## config.mk

```make
export PLATFORM = sky130hd
export DESIGN_NAME = see_stuff_sink
export DESIGN_NICKNAME = d
export VERILOG_FILES = /design/src/rtl/see_stuff_sink.sv
export SDC_FILE = /design/constraint.sdc
export NUM_CORES = 1
export LEC_CHECK = 0
export CORE_UTILIZATION = 55
export CTS_CLUSTER_DIAMETER = 50
export CTS_CLUSTER_SIZE = 8
export DETAILED_ROUTE_END_ITERATION = 16
export GPL_TIMING_DRIVEN = 1
export PLACE_DENSITY_LB_ADDON = 0.12
export RECOVER_POWER = 50
export SETUP_SLACK_MARGIN = 0.3
export SLEW_MARGIN = 20
export SYNTH_ARGS = -nofsm -noshare
export SYNTH_HDL_FRONTEND = slang
export SYNTH_SLANG_ARGS = --single-unit
```

## constraint.sdc

```tcl
create_clock -name clk -period 3.6 [get_ports clk]
set_input_delay 0.72 -clock clk [delete_from_list [all_inputs] [get_ports clk]]
set_output_delay 0.72 -clock clk [all_outputs]
set_load 0.01 [all_outputs]
```

## src/rtl/see_stuff_sink.sv

```systemverilog
// Item sink: buffers 5-bit items in a small FIFO, drains them into a running
// sum/count, and publishes the batch totals on a notify/ack handshake.
module see_stuff_sink #(
  parameter int DEPTH = 4,
  parameter int CNT_W = 8
) (
  input  logic                     clk,
  input  logic                     rst,
  input  logic                     cStuffIf_vld,
  input  logic [4:0]               cStuffIf_data,
  output logic                     cStuffIf_rdy,
  input  logic                     startDone_notify,
  output logic                     startDone_ack,
  input  logic                     drain_en,
  output logic [11:0]              done_sum,
  output logic [CNT_W-1:0]         done_cnt,
  output logic [$clog2(DEPTH):0]   fifo_level,
  output logic                     busy
);

  localparam int AW = $clog2(DEPTH);
  localparam logic [AW:0] FULL_LEVEL = (AW+1)'(DEPTH);

  typedef enum logic [1:0] {RUN, FLUSH, ACK, WAITLOW} state_t;

  state_t             state, state_next;
  logic [4:0]         mem [DEPTH];
  logic [AW-1:0]      wr_ptr, rd_ptr;
  logic [AW:0]        level, level_next;
  logic [11:0]        run_sum;
  logic [CNT_W-1:0]   run_cnt;
  logic               push, pop;

  always_comb begin
    push       = cStuffIf_vld && cStuffIf_rdy;
    pop        = (level != '0) && ((state == RUN && drain_en) || state == FLUSH);
    level_next = level + (AW+1)'(push) - (AW+1)'(pop);
    state_next = state;
    case (state)
      RUN:     if (startDone_notify) state_next = FLUSH;
      // No pushes happen in FLUSH, so level_next == 0 means the last pop is now.
      FLUSH:   if (level_next == '0) state_next = ACK;
      ACK:     state_next = WAITLOW;
      WAITLOW: if (!startDone_notify) state_next = RUN;
      default: state_next = RUN;
    endcase
  end

  always_ff @(posedge clk) begin
    if (rst) begin
      state         <= RUN;
      wr_ptr        <= '0;
      rd_ptr        <= '0;
      level         <= '0;
      run_sum       <= '0;
      run_cnt       <= '0;
      done_sum      <= '0;
      done_cnt      <= '0;
      startDone_ack <= 1'b0;
      cStuffIf_rdy  <= 1'b0;
      busy          <= 1'b0;
    end else begin
      state <= state_next;
      level <= level_next;
      if (push) wr_ptr <= wr_ptr + 1'b1;
      if (pop)  rd_ptr <= rd_ptr + 1'b1;
      if (state == ACK) begin
        done_sum <= run_sum;
        done_cnt <= run_cnt;
        run_sum  <= '0;
        run_cnt  <= '0;
      end else if (pop) begin
        run_sum <= run_sum + 12'(mem[rd_ptr]);
        if (run_cnt != '1) run_cnt <= run_cnt + CNT_W'(1);
      end
      // Outputs are registered from next-state values so they line up with the state.
      startDone_ack <= (state_next == ACK);
      cStuffIf_rdy  <= (state_next == RUN) && (level_next < FULL_LEVEL);
      busy          <= (state_next != RUN) || (level_next != '0);
    end
  end

  always_ff @(posedge clk) begin
    if (push) mem[wr_ptr] <= cStuffIf_data;
  end

  assign fifo_level = level;

endmodule

```

# Word-level counts from Yosys, hierarchy flattened
# Memory sizes are Yosys's and may differ from the RTL's. A register that Yosys moved wholly into a read port is not among the register bits.
# Cells that the tools add are included.
[word_totals] n_memories=1 out_inout_bits=26 register_bits=52 ramBits=20 latch_bits=0 in_bits=10 mem_bits_ro=0
[classes] magnitude_cmp=1 n_addsub=6 n_bitwise=0 shift=0 multipliers=0 mux=8 div_mod_pow=0 n_eq_ne=5 reduce_logical=14
[memory_table] memory="mem" depth=4 width=5 rd=1 rd_clocked_by_memory_dff=1 wr=1 line="27" rtl="logic [4:0] mem [DEPTH];"
[op_table] operator="$add 12x5->12" n=1
[op_table] operator="$mux 2" n=5
[op_table] operator="$add 8x1->8 const B" n=1
[op_table] operator="$ne 8x8->1 const B" n=1
[op_table] operator="$pmux 2 s4" n=1
[op_table] operator="$eq 2x2->1 const B" n=3
[op_table] operator="$reduce_bool 3->1" n=2
[op_table] operator="$add 2x1->2 const B" n=2
[op_table] operator="$logic_and 1x1->1" n=4
[op_table] operator="$logic_not 2->1" n=2
[op_table] operator="$add 3x1->3" n=1
[op_table] operator="$logic_not 3->1" n=1
[op_table] operator="$lt 3x3->1 const B" n=1
[op_table] operator="$sub 3x1->3" n=1
[op_table] operator="$eq 2x1->1 const B" n=1
[op_table] operator="$logic_or 1x1->1" n=2
[op_table] operator="$mux 1" n=2
[op_table] operator="$reduce_and 2->1" n=1
[op_table] operator="$reduce_bool 2->1" n=1
[op_table] operator="$reduce_or 2->1" n=1

# Depth between registers and ports, before layout
[depth] depth_word=10 mapped_depth=14 ltp_nobuf=12

# Least setup slack after synthesis
# OpenSTA, ideal clock, no wires.
[synth_path] path_kind="in2reg" start="input drain_en" end="register state[0]" setup_ps=131 arrival_time_ps=2995 path_slack_ps=474 path_stages=13 path_buffers=1 path_cell_list="o21ba_2 nand2_4 inv_1 buf_2 ha_1 inv_1 ha_1 inv_1 fa_1 xor3_1 nor3b_1 nand3b_1 nor3b_1"
[synth_between] elab_chain_len=7
[synth_lines] item="from (decl)" line="14" rtl="input logic drain_en,"
[synth_lines] item="$logic_and 1x1->1" line="36" rtl="pop = (level != '0) && ((state == RUN && drain_en) || state == FLUSH);"
[synth_lines] item="$logic_or 1x1->1" line="36"
[synth_lines] item="$logic_and 1x1->1" line="36"
[synth_lines] item="via pop" line="32" rtl="logic push, pop;"
[synth_lines] item="$sub 3x1->3" line="37" rtl="level_next = level + (AW+1)'(push) - (AW+1)'(pop);"
[synth_lines] item="$logic_not 3->1" line="42" rtl="FLUSH: if (level_next == '0) state_next = ACK;"
[synth_lines] item="$mux 2" line="42"
[synth_lines] item="$pmux 2 s4" line="39" rtl="case (state)"
[synth_lines] item="to (signal assigned)" line="63" rtl="state <= state_next;"
[synth_lines] item="to (decl)" line="26" rtl="state_t state, state_next;"
# The timed path passes the listed nets, and every way through them passes these cells.
# A chain may end at the register's enable or synchronous reset.

# Worst setup path after layout
[layout_path] start="input cStuffIf_vld" end="register state[0]"
[layout_between] elab_chain_len=6
[layout_lines] item="from (decl)" line="9" rtl="input logic cStuffIf_vld,"
[layout_lines] item="$logic_and 1x1->1" line="35" rtl="push = cStuffIf_vld && cStuffIf_rdy;"
[layout_lines] item="$add 3x1->3" line="37"
[layout_lines] item="$sub 3x1->3" line="37"
[layout_lines] item="$logic_not 3->1" line="42"
[layout_lines] item="$mux 2" line="42"
[layout_lines] item="$pmux 2 s4" line="39"
# Every way passes these cells.

==> results.yml <==
worst_setup_path:
  cp-start-kind: "input pin"
  arrival_ns: 3.37
  worstPathMaxFanout: 6
  worstPathRequired_ns: 3.80
  end_kind: "flip-flop"
  critPathKind: "in -> reg"
  ff2ff_path_depth: 12
sta:
  max_clock_freq_mhz: 316
  tightestPinTransition_ns: 0.905
  fin_worst_skew_ns: 0.00802
  min_period_over_period_pct: 88.0
  fin_hold_ws_ns: 0.457
  hold_violations: 0
  rsz0062_at_grt: "false"
  period_needed_ns: 3.17
  finalSetupViolations: 0
  slew_headroom_pct: 39.7
  slew_viol_final: 0
  final.setup.tns_ns: 0
clocking:
  clk_path_buf_depth: 2
  cts_hold_buffers: 0
  cts-root-buf: "clkbuf_8"
  cts_buffers: 9
  insertion_delay_ns: 0.35
  cts_tree: "yes"
  cts_sinks: 74
  cts_resized: 0
  htree_levels: 3
  cts_setup_buffers: 0
  clk_pin_slew_ns: 0.08
placed_design:
  dpl.hpwl_mm: 4.26
  dpl_cell_area_sq_mm: 0.00358
  port_buffers: 35
  gp_congestion: 0.798
  place_inst: 410
synthesis:
  synth_area_per_cell_sq_um: 10.2
  yosys.area_share.simple_pct: 17.9
  syn_area_sq_mm: 0.00319
  synth_cells: 313
  synth_edf_count: 20
  synthMuxAreaShare_pct: 5.41
  ys.flop_type: "dfxtp_1"
  synth_seq_cells: 74
  synthDistinctLibCells: 43
  postSynth.asyncResetShare_pct: 0
  yosys.area_share.xor_xnor_pct: 1.84
  synth_compound_area_share_pct: 11.5
  syn_nets: 337
  synth_top_family_by_area: "simple AND/OR/NAND/NOR gates"
  synthAdderAreaFrac_pct: 5.96
  ys_warn_count: 0
  synth-seq-area-share_pct: 52.7
status:
  status: "finished clean"
power_and_ir_drop:
  p_switching_w: 0.000848
  power_w: 0.00257
  p_sw_share_pct: 33.0
  p_clk_share_pct: 27.7
  combPwrFrac_pct: 31.2
  internal-power_w: 0.00172
  p_leak_nw: 1.33
  vdd_drop_max_uv: 507
  powerDensity_mw_per_mm2: 679
  seqPwrFrac_pct: 41.1
floorplan:
  fp-row-count: 27
  die-area_sq_mm: 0.00611
  dieWidth_um: 78.2
  die_h_um: 78.2
  coreArea_sq_mm: 0.00554
  initial_core_util_pct: 57.6
  io_pins: 36
global_route:
  grt_overflow: 0
  grt_usage_pct: 22.0
  grt_pass1_wl_mm: 10.1
  grt_pass1_vias: 2227
  grt_max_degree: 23
  antenna_found_initial: 0
final_layout:
  area_growth_syn_to_layout_pct: 18.8
  post-route-cell-area_sq_mm: 0.00379
  antenna_cells: 0
  n_fill_cell: 452
  num-nets-final: 373
  fin_cells: 426
  drive_gt1_share_pct: 7.91
drt:
  wl_mm: 6.02
  ant_nets: 0
  dr.pass1.iters: 4
  drt_iter0_markers: 102
  vias: 2339
  remaining_drc_errors: 0
  wl_per_cell_um: 14.1
  viasPerCell: 5.49
worst_hold_path:
  hold_path.class: "reg -> reg"
  hold_depth: 2
flow_run:
  drv_cap: 0
cell type report:
cell class / instances / area (sq um) / area share [%]
Multi-Input combinational cell: 209 / 1360 / 35.9
Clock buffer: 10 / 128 / 3.37
Timing Repair Buffer: 41 / 388 / 10.2
Tap cell: 72 / 90.1 / 2.38
Inverter: 14 / 52.6 / 1.39
Clock inverter: 6 / 88.8 / 2.35
Sequential cell: 74 / 1680 / 44.4
power groups by stage:
| stage | Sequential [W] | Combinational, W | Clock (W) |
|---|---|---|---|
| floorplan | 0.00104 | 0.000620 | 0 |
| CTS | 0.00106 | 0.000812 | 0.000721 |
| finish | 0.00106 | 0.000802 | 0.000713 |
| global placement | 0.00108 | 0.000785 | 0 |
| global route | 0.00107 | 0.000906 | 0.000759 |
| detailed placement | 0.00108 | 0.000808 | 0 |
placed cells by master (no fill, tap or decap), types with 5 or more instances in the layout:
master and n:
a211oi_1 6, a21oi_1 36, and3_1 5, clkbuf_8 9, clkdlybuf4s50_1 28, dfxtp_1 54, dlygate4sd3_1 7, edfxtp_1 20
ha_1 12, inv_1 14, mux2i_1 6, mux4_2 5, nand2_1 59, nand3_1 8, nor2_1 11, o31ai_1 6
or3_1 7
synthesized netlist by cell type, drive strengths merged, types with 3 or more instances:
library cell / count / area share (%)
nand3: 8 / 1.3
o31ai: 6 / 1.4
inv: 14 / 1.6
mux2i: 6 / 1.9
or3: 7 / 1.4
nor2: 11 / 1.3
clkbuf: 11 / 1.6
nor3b: 3 / 0.71
xnor2: 3 / 0.82
a211oi: 6 / 1.4
o21a: 4 / 0.94
buf: 4 / 1.0
nor4: 3 / 0.59
and3: 7 / 1.6
mux4: 5 / 3.5
a21oi: 36 / 5.6
nand2: 60 / 7.3
nand4: 3 / 0.59
nor2b: 4 / 0.78
o21ai: 5 / 0.78
or4: 4 / 0.94
edfxtp: 20 / 19
dfxtp: 54 / 34
ha: 12 / 4.7
registers in the layout, summed over array words and instances, names as in the netlist, named ones only:
name           flops
mem               20
done_sum          12
run_sum           12
done_cnt           8
run_cnt            8
fifo_level         3
rd_ptr             2
state              2
wr_ptr             2
busy               1
cStuffIf_rdy       1
startDone_ack      1
worst paths after layout:
check / startpoint / endpoint / slack, ns
max: cStuffIf_vld / state[0] / 0.43
min: done_cnt[3] / done_cnt[3] / 0.46
max reg2reg: fifo_level[1] / state[0] / 0.57
min reg2reg: done_cnt[3] / done_cnt[3] / 0.46
per-layer routing:
metal	vias to the layer above	share of wire [%]	GRT usage (%)
met5	-	0	0
met4	0	1.6	9.44
met3	9	3.8	6.05
met2	41	49	37.5
met1	1110	46	26.1
li1	1179	-	-
worst max-delay path, cell delays in order:
cell and delay (ns):
dlygate4sd3_1 0.61, nand2_1 0.13, ha_1 0.31, inv_1 0.06
ha_1 0.13, inv_1 0.05, fa_1 0.38, xor3_1 0.40
nor3b_1 0.26, nand3b_1 0.15, nor3b_1 0.16
kinds of logic (layout without fill, tap and decap cells):
logic type / count (synthesis) / after routing
and+or+nand+nor: 117 / 117
muxes: 11 / 11
AOI/OAI and AO/OA: 62 / 62
xor gates and xnor gates: 5 / 5
adders and majority gates: 14 / 14
buffers and inverters: 30 / 71
DFF: 74 / 74
stage by stage:
step / util [%] / worst slack, ns
6_report: 68.4 / 0.433
5_1_grt: 68.4 / 0.220
4_1_cts: 68.5 / 0.503
3_5_place_dp: 64.6 / 0.129
3_3_place_gp: 64.6 / 0.159
2_1_floorplan: - / 0.474
No activity file was read; power rests on OpenSTA's default activity.
